--- config.mk ---
export PLATFORM = sky130hd
export DESIGN_NAME = universal_shift_reg
export DESIGN_NICKNAME = d
export VERILOG_FILES = /design/src/rtl/universal_shift_reg.sv
export SDC_FILE = /design/constraint.sdc
export NUM_CORES = 1
export LEC_CHECK = 0
export ABC_AREA = 1
export CAP_MARGIN = 20
export CORE_MARGIN = 4
export CORE_UTILIZATION = 54
export CTS_BUF_LIST = sky130_fd_sc_hd__clkbuf_4 sky130_fd_sc_hd__clkbuf_8
export DETAILED_ROUTE_END_ITERATION = 8
export PLACE_DENSITY_LB_ADDON = 0.08
export SLEW_MARGIN = 10
export SYNTH_ARGS = -nofsm -noshare
export SYNTH_HDL_FRONTEND = slang
export SYNTH_SLANG_ARGS = --single-unit
--- constraint.sdc ---
create_clock -name clk -period 1.6 [get_ports clk]
set_clock_uncertainty 0.05 [all_clocks]
set_input_delay 0.24 -clock clk [delete_from_list [all_inputs] [get_ports clk]]
set_output_delay 0.24 -clock clk [all_outputs]
set_load 0.05 [all_outputs]
--- src/rtl/universal_shift_reg.sv ---
// -----------------------------------------------------------------------------
// universal_shift_reg
//   Multi-function register: parallel load, preset, clear, and multi-bit
//   shifts/rotates executed one bit per clock. Fixed-cost ops and shifts with
//   a zero count finish at the accept edge; an N-bit shift performs its first
//   step at the accept edge and one step on each following edge.
//
// Ports
//   clk        : rising-edge clock
//   rst_n      : asynchronous active-low reset
//   start      : request, accepted on a rising edge while busy=0
//   op         : operation code (sampled at accept)
//                000 PRESET, 001 SHL, 010 ROL, 011 SHR,
//                100 ASR, 101 ROR, 110 LOAD, 111 CLEAR
//   amount     : shift count, clamped to WIDTH (sampled at accept)
//   load_data  : parallel value for LOAD (sampled at accept)
//   serial_in  : fill bit for SHL/SHR, sampled on every step edge
//   data_out   : registered register contents
//   serial_out : registered copy of the last bit shifted out
//   busy       : high while a multi-cycle shift is in progress
//   done       : one-cycle completion pulse
// -----------------------------------------------------------------------------
module universal_shift_reg #(
  parameter int WIDTH = 8
) (
  input  logic                               clk,
  input  logic                               rst_n,
  input  logic                               start,
  input  logic [2:0]                         op,
  input  logic [$clog2(WIDTH+1)-1:0]         amount,
  input  logic [WIDTH-1:0]                   load_data,
  input  logic                               serial_in,
  output logic [WIDTH-1:0]                   data_out,
  output logic                               serial_out,
  output logic                               busy,
  output logic                               done
);

  localparam int AMT_W = $clog2(WIDTH+1);

  localparam logic [2:0] OP_PRESET = 3'b000;
  localparam logic [2:0] OP_SHL    = 3'b001;
  localparam logic [2:0] OP_ROL    = 3'b010;
  localparam logic [2:0] OP_SHR    = 3'b011;
  localparam logic [2:0] OP_ASR    = 3'b100;
  localparam logic [2:0] OP_ROR    = 3'b101;
  localparam logic [2:0] OP_LOAD   = 3'b110;
  localparam logic [2:0] OP_CLEAR  = 3'b111;

  typedef enum logic {
    IDLE  = 1'b0,
    SHIFT = 1'b1
  } state_t;

  state_t             state_q, state_d;
  logic [WIDTH-1:0]   data_q, data_d;
  logic               sout_q, sout_d;
  logic [AMT_W-1:0]   cnt_q, cnt_d;     // steps still to perform after this one
  logic [2:0]         op_q, op_d;
  logic               busy_q, busy_d;
  logic               done_q, done_d;

  logic [AMT_W-1:0]   amt_clamped_s;
  logic [WIDTH:0]     accept_step_s;
  logic [WIDTH:0]     shift_step_s;

  // One 1-bit step: returns {bit leaving the register, new register value}.
  function automatic logic [WIDTH:0] step_fn(input logic [WIDTH-1:0] d,
                                             input logic [2:0]       o,
                                             input logic             sin);
    case (o)
      OP_SHL:  step_fn = {d[WIDTH-1], d[WIDTH-2:0], sin};
      OP_ROL:  step_fn = {d[WIDTH-1], d[WIDTH-2:0], d[WIDTH-1]};
      OP_SHR:  step_fn = {d[0], sin, d[WIDTH-1:1]};
      OP_ASR:  step_fn = {d[0], d[WIDTH-1], d[WIDTH-1:1]};
      OP_ROR:  step_fn = {d[0], d[0], d[WIDTH-1:1]};
      default: step_fn = {1'b0, d};
    endcase
  endfunction

  assign amt_clamped_s = (amount > AMT_W'(WIDTH)) ? AMT_W'(WIDTH) : amount;
  assign accept_step_s = step_fn(data_q, op, serial_in);
  assign shift_step_s  = step_fn(data_q, op_q, serial_in);

  // Next-state logic for the FSM, register contents and status flags.
  always_comb begin
    state_d = state_q;
    data_d  = data_q;
    sout_d  = sout_q;
    cnt_d   = cnt_q;
    op_d    = op_q;
    busy_d  = busy_q;
    done_d  = 1'b0;
    case (state_q)
      IDLE: begin
        busy_d = 1'b0;
        if (start) begin
          op_d = op;
          case (op)
            OP_PRESET: begin
              data_d = {WIDTH{1'b1}};
              sout_d = 1'b0;
              done_d = 1'b1;
            end
            OP_LOAD: begin
              data_d = load_data;
              sout_d = 1'b0;
              done_d = 1'b1;
            end
            OP_CLEAR: begin
              data_d = {WIDTH{1'b0}};
              sout_d = 1'b0;
              done_d = 1'b1;
            end
            default: begin
              if (amt_clamped_s == {AMT_W{1'b0}}) begin
                // zero-length shift: register and serial_out untouched
                done_d = 1'b1;
              end else begin
                {sout_d, data_d} = accept_step_s;
                if (amt_clamped_s == AMT_W'(1)) begin
                  done_d = 1'b1;
                end else begin
                  state_d = SHIFT;
                  busy_d  = 1'b1;
                  cnt_d   = amt_clamped_s - AMT_W'(1);
                end
              end
            end
          endcase
        end else begin
          cnt_d = {AMT_W{1'b0}};
        end
      end
      SHIFT: begin
        // start is ignored here; the op latched at accept drives every step
        {sout_d, data_d} = shift_step_s;
        if (cnt_q == AMT_W'(1)) begin
          state_d = IDLE;
          busy_d  = 1'b0;
          done_d  = 1'b1;
          cnt_d   = {AMT_W{1'b0}};
        end else begin
          busy_d = 1'b1;
          cnt_d  = cnt_q - AMT_W'(1);
        end
      end
      default: begin
        state_d = IDLE;
        busy_d  = 1'b0;
        cnt_d   = {AMT_W{1'b0}};
      end
    endcase
  end

  // State and output registers with asynchronous clear.
  always_ff @(posedge clk or negedge rst_n) begin
    if (!rst_n) begin
      state_q <= IDLE;
      data_q  <= {WIDTH{1'b0}};
      sout_q  <= 1'b0;
      cnt_q   <= {AMT_W{1'b0}};
      op_q    <= 3'b000;
      busy_q  <= 1'b0;
      done_q  <= 1'b0;
    end else begin
      state_q <= state_d;
      data_q  <= data_d;
      sout_q  <= sout_d;
      cnt_q   <= cnt_d;
      op_q    <= op_d;
      busy_q  <= busy_d;
      done_q  <= done_d;
    end
  end

  assign data_out   = data_q;
  assign serial_out = sout_q;
  assign busy       = busy_q;
  assign done       = done_q;

endmodule

==> metrics.md <==
| Metric | Value |
|---|---|
| CP Launch Type | input pin |
| Post-Route WL | 4160 um |
| Int Pwr | 1670 uW |
| Warnings, synthesis | 0 |
| Finished layout cell area | 2180 um2 |
| Post-synthesis compound-gate area fraction | 0.112 |
| TritonCTS Sinks | 18 |
| DRC | 0 |
| Chip height | 61.4 um |
| Routed len/inst | 12.5 um |
| XOR/XNOR Fraction of Synth Area | 0.00570 |
| Fin cells | 332 |
| CTS tree | built |
| Total track usage | 0.241 |
| Max-slew violation count | 0 |
| Net Sw Power | 1730 uW |
| Combinational share of power | 0.658 |
| Clock share of power | 0.084 |
| Main synth FF type | dfrtp_1 |
| # H-tree levels | 1 |
| GP Congestion | 0.937 |
| Highest Clock Rate | 672 MHz |
| Die area | 3770 um2 |
| Diode count | 0 |
| Mux contribution to synthesized area | 0 |
| Max FO, Critical Path | 9 |
| Avg Cell Area, Syn | 6.15 um2 |
| Largest family of logic cells by synthesized area | simple AND/OR/NAND/NOR gates |
| DRT iter0 DRCs | 113 |
| EDFF count, synth | 0 |
| CTS Buf Count | 3 |
| DR vias | 1754 |
| Die Wd | 61.4 um |
| Sequential-to-total area share from yosys stat | 0.293 |
| Crit Path Category | in2reg |
| Slack of the critical path | 0.111 ns |
| Vias per cell | 5.28 |
| First-pass GRT wire length | 6820 um |
| Multi-input gate area | 1000 um2 |
| Setup TNS | 0 ns |
| Max-cap viol count | 0 |
| Place WS | -0.305 ns |
| CP endpoint kind | flip-flop |
| Worst EP arrival | 1.68 ns |
| Library cells used by synthesis | 26 |
| Clock transition at path regs | 0.11 ns |
| Cell count after placement | 327 |
| Hold Path Class | in2async |
| Hold violation count in the final report | 0 |
| Period utilization | 0.931 |
| Post-Synth Simple-Gate Area | 0.460 |
| Synth Register Bits | 18 |
| P&R area growth vs syn | 41.8% |
| Fillers | 192 |
| # nets final | 326 |
| Pin count of the biggest net entering global routing | 19 |
| Synth Net Count | 274 |
| Core outline area | 2730 um2 |
| Placed Area | 2090 um2 |
| Cell Rows | 19 |
| Initial antenna violation count | 0 |
| Sw frac | 0.509 |
| Min Tclk post-route | 1.49 ns |
| Number of global-route vias before repair | 1540 |
| Syn Inst Count | 250 |
| Leakage | 0.00115 uW |
| Slew headroom | 0.748 |
| Initial Utilization | 0.562 |
| Setup Viol. Count Final | 0 |
| Share of flip-flops with an asynchronous set or reset | 1.00 |
| Antenna viol nets, final | 0 |
| Share of cells above drive strength 1 | 0.199 |
| Sequential power share | 0.258 |
| # IOs | 30 |
| Worst-margin pin slew | 0.377 ns |
| Worst hold slack | 0.207 ns |
| DPL Wire Length | 3170 um |
| VDD IR max | 1270 uV |
| Synth Area in Adders | 0.0407 |
| Post-CTS Hold Buffers | 0 |
| Worst path required time | 1.79 ns |
| PortBufs | 29 |
| Status | finished clean |
| PD cells | 1560 nW/um2 |
| Clk Latency, worst-skew pair | 0.30 ns |
| Pre-Repair DR Iteration Count | 4 |
| Gr ovfl total | 0 |
| Clock Path Buffers | 2 |
| Seq. cell area | 450 um2 |
| Clock root buffer | clkbuf_4 |
| Cell Area, Synth | 1540 um2 |
==> logic make-up (layout without fill, tap and decap cells) <==
group	count (synthesis)	in the layout
compound gates	29	29
buf+inv	30	80
xor+xnor	1	1
flops	18	18
fa+ha+maj	5	5
simple gates	167	168
==> routing by layer <==
metal	GRT usage	up-vias	wire length, um
met5	0	-	0
met4	0.0758	0	50
met3	0.0356	4	275
met2	0.397	54	1950
met1	0.328	790	1890
li1	-	906	-
==> synth_stat cells (2+ instances only) <==
cell type | n | share of area
nand2_1 | 124 | 0.30
nand3_1 | 25 | 0.081
inv_1 | 22 | 0.054
dfrtp_1 | 18 | 0.29
o21ai_0 | 16 | 0.052
ha_1 | 5 | 0.041
nand4_1 | 5 | 0.020
nor2_1 | 5 | 0.012
o21ai_1 | 4 | 0.013
a21oi_1 | 3 | 0.0098
nand2_2 | 3 | 0.012
o22ai_1 | 3 | 0.012
buf_2 | 2 | 0.0065
inv_2 | 2 | 0.0049
nor2_4 | 2 | 0.015
==> path summary, 6_finish.rpt <==
kind                            start          end  slack (ns)  cells after the start
max                             op[1]  data_out[4]        0.11                     11
min                             rst_n  data_out[7]        0.21                      2
max reg2reg                   op_q[1]  data_out[4]        0.13                     10
min reg2reg                serial_out   serial_out        0.54                      2
max in group asynchronous       rst_n     cnt_q[3]        1.08                      2
min in group clk                op[2]      op_q[2]        0.44                      4
==> sequential cells by signal, indices dropped and copies added, names as in the netlist <==
register,count
busy,1
op_q,3
data_out,8
done,1
cnt_q,4
serial_out,1
==> critical path, cell delays in order <==
cell,delay (ns)
clkdlybuf4s50_1,0.46
buf_4,0.15
nor2_4,0.05
nand2_2,0.13
buf_12,0.13
nand2_2,0.06
nor2_4,0.15
nand2_1,0.07
nand3_1,0.10
nand2_1,0.07
nand2_1,0.07
==> stage by stage <==
stage               total power [uW]  utilization
floorplan                       2180            -
global placement                3000        0.765
detailed placement              3030        0.765
CTS                             3320        0.779
global route                    3680        0.798
finish                          3410        0.798
==> area by class of cell <==
class                   count  area share
repair buffers             52       0.259
multi-input cells         203       0.458
clock buffers               4      0.0166
inverters                  24      0.0413
flip-flops and latches     18       0.207
well taps                  31      0.0178
==> repair_timing <==
action                                  CTS  global route
buffers inserted                          0             0
endpoints found under the setup margin    1            14
cloned                                    1             0
gates resized for setup                   1            17
pin swaps                                 2             4
==> layout by cell type (no fill, tap or decap), types with 2 or more instances in the layout <==
cell,n
nand2_2,8
inv_1,21
buf_4,24
inv_2,3
o22ai_1,3
nand4_1,5
clkdlybuf4s50_1,16
buf_12,10
nand2_1,120
clkbuf_4,3
ha_1,4
o21ai_0,13
o21ai_1,6
a21oi_1,3
nor2_1,3
o21ai_2,2
nor2_4,2
nand3_1,24
dfrtp_1,18
dlymetal6s2s_1,2
nor2_2,2
==> power by group through the flow <==
stage	sequential [uW]	clock, uW	combinational [uW]
2_1_floorplan	1130	0	1050
3_3_place_gp	875	0	2130
3_5_place_dp	875	0	2160
4_1_cts	867	289	2170
5_1_grt	907	311	2460
6_report	880	286	2240
Note: power is estimated with default switching activity, not from simulation.
